[src/rtl/noc_input_fifo_if.sv]
// Link bundle between a router input port and its neighbour/arbiters:
// RTS/CTS write handshake, per-output-arbiter pop grants and FIFO status.
interface noc_input_fifo_if #(
  parameter int DATA_WIDTH = 32,
  parameter int DEPTH      = 4
);
  localparam int CNT_W = $clog2(DEPTH) + 1;

  logic [DATA_WIDTH-1:0] RX;
  logic                  DRTS;
  logic                  CTS;
  logic                  read_en_N;
  logic                  read_en_E;
  logic                  read_en_W;
  logic                  read_en_S;
  logic                  read_en_L;
  logic [DATA_WIDTH-1:0] Data_out;
  logic                  empty;
  logic                  full;
  logic [CNT_W-1:0]      count;

  modport master (
    output RX, DRTS, read_en_N, read_en_E, read_en_W, read_en_S, read_en_L,
    input  CTS, Data_out, empty, full, count
  );

  modport slave (
    input  RX, DRTS, read_en_N, read_en_E, read_en_W, read_en_S, read_en_L,
    output CTS, Data_out, empty, full, count
  );
endinterface

[src/rtl/noc_input_fifo.sv]
// Router input-port buffer: circular FIFO filled over an RTS/CTS handshake
// and drained by the grants of the five output-port arbiters.
module noc_input_fifo #(
  parameter int DATA_WIDTH = 32,
  parameter int DEPTH      = 4
) (
  input logic            clk,
  input logic            rst,
  noc_input_fifo_if.slave link
);
  localparam int PTR_W = $clog2(DEPTH);
  localparam int CNT_W = PTR_W + 1;

  typedef enum logic {ST_WAIT = 1'b0, ST_ACK = 1'b1} state_t;

  state_t                state;
  state_t                state_nxt;
  logic [DATA_WIDTH-1:0] mem [DEPTH];
  logic [PTR_W-1:0]      read_ptr;
  logic [PTR_W-1:0]      write_ptr;
  logic [CNT_W-1:0]      count;
  logic                  wr;
  logic                  pop;
  logic                  empty;
  logic                  full;

  assign empty = (count == '0);
  assign full  = (count == CNT_W'(DEPTH));
  // Arbiters grant one-hot, so any grant is a single pop.
  assign pop   = (link.read_en_N | link.read_en_E | link.read_en_W |
                  link.read_en_S | link.read_en_L) & ~empty;

  always_comb begin
    state_nxt = state;
    wr        = 1'b0;
    case (state)
      ST_WAIT: begin
        if (link.DRTS && !full) begin
          state_nxt = ST_ACK;
          wr        = 1'b1;
        end
      end
      // Upstream still holds DRTS during the CTS cycle; skip it to avoid a double write.
      ST_ACK:  state_nxt = ST_WAIT;
      default: state_nxt = ST_WAIT;
    endcase
  end

  always_ff @(posedge clk) begin
    if (rst) begin
      state     <= ST_WAIT;
      read_ptr  <= '0;
      write_ptr <= '0;
      count     <= '0;
    end else begin
      state <= state_nxt;
      if (wr)  write_ptr <= write_ptr + PTR_W'(1);
      if (pop) read_ptr  <= read_ptr + PTR_W'(1);
      case ({wr, pop})
        2'b10:   count <= count + CNT_W'(1);
        2'b01:   count <= count - CNT_W'(1);
        default: count <= count;
      endcase
    end
  end

  // Storage is never cleared; only a write pending on a reset edge is suppressed.
  always_ff @(posedge clk) begin
    if (wr && !rst) mem[write_ptr] <= link.RX;
  end

  assign link.CTS      = (state == ST_ACK);
  assign link.Data_out = empty ? '0 : mem[read_ptr];
  assign link.empty    = empty;
  assign link.full     = full;
  assign link.count    = count;
endmodule

[src/flat_wrapper.sv]
// flat-port wrapper written by rule: the top's interface ports become plain ports
module noc_input_fifo_flat 
#(
  parameter int DATA_WIDTH = 32,
  parameter int DEPTH      = 4
)
  (clk, rst, link_RX, link_DRTS, link_read_en_N, link_read_en_E, link_read_en_W, link_read_en_S, link_read_en_L, link_CTS, link_Data_out, link_empty, link_full, link_count);
  noc_input_fifo_if #(.DATA_WIDTH(DATA_WIDTH), .DEPTH(DEPTH)) link_i ();
  input logic clk;
  input logic rst;
  input wire logic [$bits(link_i.RX)-1:0] link_RX;
  input wire logic [$bits(link_i.DRTS)-1:0] link_DRTS;
  input wire logic [$bits(link_i.read_en_N)-1:0] link_read_en_N;
  input wire logic [$bits(link_i.read_en_E)-1:0] link_read_en_E;
  input wire logic [$bits(link_i.read_en_W)-1:0] link_read_en_W;
  input wire logic [$bits(link_i.read_en_S)-1:0] link_read_en_S;
  input wire logic [$bits(link_i.read_en_L)-1:0] link_read_en_L;
  output wire logic [$bits(link_i.CTS)-1:0] link_CTS;
  output wire logic [$bits(link_i.Data_out)-1:0] link_Data_out;
  output wire logic [$bits(link_i.empty)-1:0] link_empty;
  output wire logic [$bits(link_i.full)-1:0] link_full;
  output wire logic [$bits(link_i.count)-1:0] link_count;
  assign link_i.RX = link_RX;
  assign link_i.DRTS = link_DRTS;
  assign link_i.read_en_N = link_read_en_N;
  assign link_i.read_en_E = link_read_en_E;
  assign link_i.read_en_W = link_read_en_W;
  assign link_i.read_en_S = link_read_en_S;
  assign link_i.read_en_L = link_read_en_L;
  assign link_CTS = link_i.CTS;
  assign link_Data_out = link_i.Data_out;
  assign link_empty = link_i.empty;
  assign link_full = link_i.full;
  assign link_count = link_i.count;
  noc_input_fifo #(.DATA_WIDTH(DATA_WIDTH), .DEPTH(DEPTH)) u_core (.clk(clk), .rst(rst), .link(link_i));
endmodule
[config.mk]
export PLATFORM = sky130hd
export DESIGN_NAME = noc_input_fifo_flat
export DESIGN_NICKNAME = d
export VERILOG_FILES = /design/src/rtl/noc_input_fifo_if.sv /design/src/rtl/noc_input_fifo.sv /design/src/flat_wrapper.sv
export SDC_FILE = /design/constraint.sdc
export NUM_CORES = 1
export LEC_CHECK = 0
export ABC_AREA = 1
export BUFFER_PORTS_ARGS = -buffer_cell sky130_fd_sc_hd__buf_2
export CAP_MARGIN = 0
export CORE_MARGIN = 3
export CORE_UTILIZATION = 50
export DETAILED_ROUTE_END_ITERATION = 8
export PLACE_DENSITY = 0.71
export SETUP_SLACK_MARGIN = 0.05
export SYNTH_ARGS = -nofsm -noshare
export SYNTH_HDL_FRONTEND = slang
export SYNTH_SLANG_ARGS = --single-unit
[constraint.sdc]
create_clock -name clk -period 3.8 [get_ports clk]
set_input_delay 0.76 -clock clk [delete_from_list [all_inputs] [get_ports clk]]
set_output_delay 0.76 -clock clk [all_outputs]
set_load 0.005 [all_outputs]
==> summary.txt <==
========================================================================================================
Status                                                                                      finished, final reports clean
Final estimated routing congestion in global placement                                             0.761
Number of storage elements in the synthesis netlist                                                  138
Category of the worst setup path launch point                                                  flip-flop
Number of warnings issued by yosys                                                                     0
Synth top area share                                                                               69.9%
Cell family with most CP delay                                                              buffers and inverters
Number of antenna violations at the first check in global routing                                      0
Synthesized area per cell                                                                       12.1 um2
Synth cell count leaders                                                                    143 x sky130_fd_sc_hd__nor2_1, 128 x sky130_fd_sc_hd__edfxtp_1, 45 x sky130_fd_sc_hd__o21ai_1, 36 x sky130_fd_sc_hd__a21oi_1
Largest stage delay on the critical path                                                         0.59 ns
Non-filler instance count after layout                                                               684
HP Class                                                                                       in -> reg
Peak ir drop on the vdd network                                                                   447 uV
Buffers plus inverters on the worst setup path                                                         3
Wire length of the first global-routing pass                                                    17900 um
Most used DFF post-synth                                                                    sky130_fd_sc_hd__edfxtp_1
Leakage power of the design                                                                      2.45 nW
Max Cap Viol                                                                                           0
Total wirelength of the detailed-routed design                                                  11000 um
Combinational family with the most area after synthesis                                     simple AND/OR/NAND/NOR gates
Pin count of the biggest net entering global routing                                                  65
Cell chain of the critical path                                                             buf_4 > inv_1 > nor2_1 > o21ai_1 > a21oi_1 > buf_2
Final-report hold violation count                                                                      0
Pre-CTS setup slack                                                                             0.985 ns
Setup Fix Bufs, Post-CTS                                                                               0
Area enclosed by the die boundary                                                              12300 um2
Setup Crit Path Kind                                                                          reg -> out
Ratio of cells with drive above 1 in the final layout                                              21.9%
Root Buffer                                                                                 sky130_fd_sc_hd__clkbuf_8
Cell internal pwr                                                                                3.25 mW
CTS Hold Bufs                                                                                          0
Gates resized, CTS repair                                                                              0
Sw power                                                                                         1.63 mW
Critical-path top delay cell                                                                sky130_fd_sc_hd__inv_1
Slew @ Worst Pin                                                                                 1.13 ns
Arrival time at the worst endpoint                                                               2.56 ns
Final-layout worst hold slack                                                                   0.434 ns
Final antenna-violating net count                                                                      0
CTS tree                                                                                             yes
Area Overhead vs Synth                                                                             19.3%
Filler cell count                                                                                    805
Area of the core                                                                               10500 um2
TritonCTS Buffers                                                                                     17
Combined area of the multi-input logic cells                                                    1250 um2
Row cnt                                                                                               37
TNS Setup                                                                                           0 ns
Initial detailed-routing violation count                                                             262
Number of levels the H-tree was split into                                                             4
Maximum fanout along the worst path                                                                   33
Sequential cell area                                                                            4050 um2
GRT overflow                                                                                           0
Routed vias/inst                                                                                    5.28
Detail Placement HPWL                                                                            6700 um
Xor-xnor portion of the synthesized cell area                                                         0%
Number of buffers on the longest clock path                                                            2
Unrepaired setup endpoints after global routing                                                    false
Fin worst setup slack                                                                           0.477 ns
Number of endpoints failing setup at the final stage                                                   0
Fraction of registers with async set/reset                                                            0%
Worst clock skew                                                                              0.00846 ns
Vias in the first global route                                                                      3607
Number of flops mapped to enable cells by yosys                                                      128
Post-route minimum period                                                                        3.32 ns
Complex-gate fraction of the synthesized area                                                      9.29%
Sequential power share                                                                             37.2%
Mapped Nets                                                                                          501
Worst slew slack as a fraction of its limit                                                        24.4%
Synth area leaders                                                                          sky130_fd_sc_hd__edfxtp_1 70%, sky130_fd_sc_hd__nor2_1 9.8%, sky130_fd_sc_hd__o21ai_1 4.1%
Combinational fraction of design power                                                             31.1%
Switching share of total power                                                                     33.4%
Total power                                                                                      4.88 mW
Required arrival time at the worst endpoint                                                      3.04 ns
Fraction of the mapped netlist area in simple logic gates                                          11.4%
Number of distinct library cell variants in the gate-level netlist after synthesis                    16
Netlist Area Pre-Place                                                                          5500 um2
Share of synthesized area spent on multiplexers                                                       0%
Post-route clock period utilization                                                                87.4%
Cell accounting for the most synthesized area                                               sky130_fd_sc_hd__edfxtp_1
Final-stage net count                                                                                581
Clock network fraction of total power                                                              31.6%
Peak Freq                                                                                      0.301 GHz
Total number of clock tree sinks                                                                     138
Number of remaining DRC errors                                                                         0
P per Cell Area                                                                               745 nW/um2
Clock Latency Late Sink                                                                          0.52 ns
Die Wd                                                                                            111 um
Total Routing Usage GR                                                                             18.4%
Cell total after placement                                                                           652
Via count                                                                                           3609
DR WL/cell                                                                                       16.1 um
Most common cell in the synthesized netlist                                                 sky130_fd_sc_hd__nor2_1
Sort of element at the end of the critical path                                             primary output
Die height                                                                                        111 um
Effective utilization at floorplan                                                                 52.3%
Proportion of synthesized chip area in sequential cells                                            73.6%
Slew Viols, Final                                                                                      0
Post-CTS clock slew at the launch and capture registers of the worst setup and hold paths        0.06 ns
Adder-cell area share of the yosys netlist                                                         1.50%
PortBufs                                                                                              77
Gate count after technology mapping                                                                  455
Antenna diode instance count                                                                           0
Length of the first detailed-routing pass in iterations                                                5
I/O pin count                                                                                         78
========================================================================================================
[layout by cell type, fill, tap and decap left out, drive strengths merged]
cell type,n
ha,5
nand4,2
bufinv,2
nand2,13
edfxtp,128
dfxtp,10
nand3,6
a21oi,36
o21ai,66
clkinvlp,4
inv,22
buf,84
fa,1
nor2,143
clkbuf,18
clkinv,8
[flip-flops by register name, indices dropped and copies added (netlist names), named ones only]
register,flops
u_core.link.count,3
u_core.mem,128
u_core.read_ptr,2
u_core.write_ptr,2
u_core.link.CTS,1
[final timing paths]
path	start	end	slack (ns)	cells past startpoint
setup / recovery	flip-flop	link_Data_out[18]	0.48	6
hold / removal	rst	u_core.write_ptr[0]$_SDFFE_PP0N_	0.43	2
setup reg to reg	u_core.link.count[0]$_SDFFE_PP0P_	u_core.mem[2][29]$_DFFE_PP_	1.40	4
hold reg to reg	u_core.link.count[0]$_SDFFE_PP0P_	u_core.link.count[0]$_SDFFE_PP0P_	0.50	1
[power groups by stage]
stage | Sequential, mW | Combinational [mW] | Clock (mW)
final | 1.82 | 1.52 | 1.54
after global routing | 1.83 | 1.72 | 1.64
after CTS | 1.82 | 1.54 | 1.57
after detailed placement | 1.85 | 1.53 | 0
after global placement | 1.84 | 1.51 | 0
after floorplan | 1.84 | 1.03 | 0
[per-stage QoR]
step	utilization, %	area (um2)
floorplan	-	5500
global placement	57.0	5990
detailed placement	57.0	5990
CTS	62.4	6560
global route	62.4	6560
finish	62.4	6560
[cell families after synthesis]
family | after synthesis
buf+inv | 45
compound gates | 102
simple gates | 164
fa+ha+maj | 6
flops | 138
[layout make-up]
class | instances | share of cell area [%]
Inverter | 22 | 1.26
Timing Repair Buffer | 84 | 6.68
Clock inverter | 14 | 2.31
Tap cell | 136 | 2.60
Sequential cell | 138 | 61.7
Multi-Input combinational cell | 272 | 19.1
Clock buffer | 18 | 6.37
[per-layer routing]
layer  vias to the layer above  share of wire (%)  global-route usage, %
met5                         -                  0                      0
met4                         0                1.7                   7.31
met3                        15                6.4                   5.19
met2                       117                 49                   31.2
met1                      1736                 43                   22.4
li1                       1741                  -                      -
Note: power is estimated with default switching activity, not from simulation.
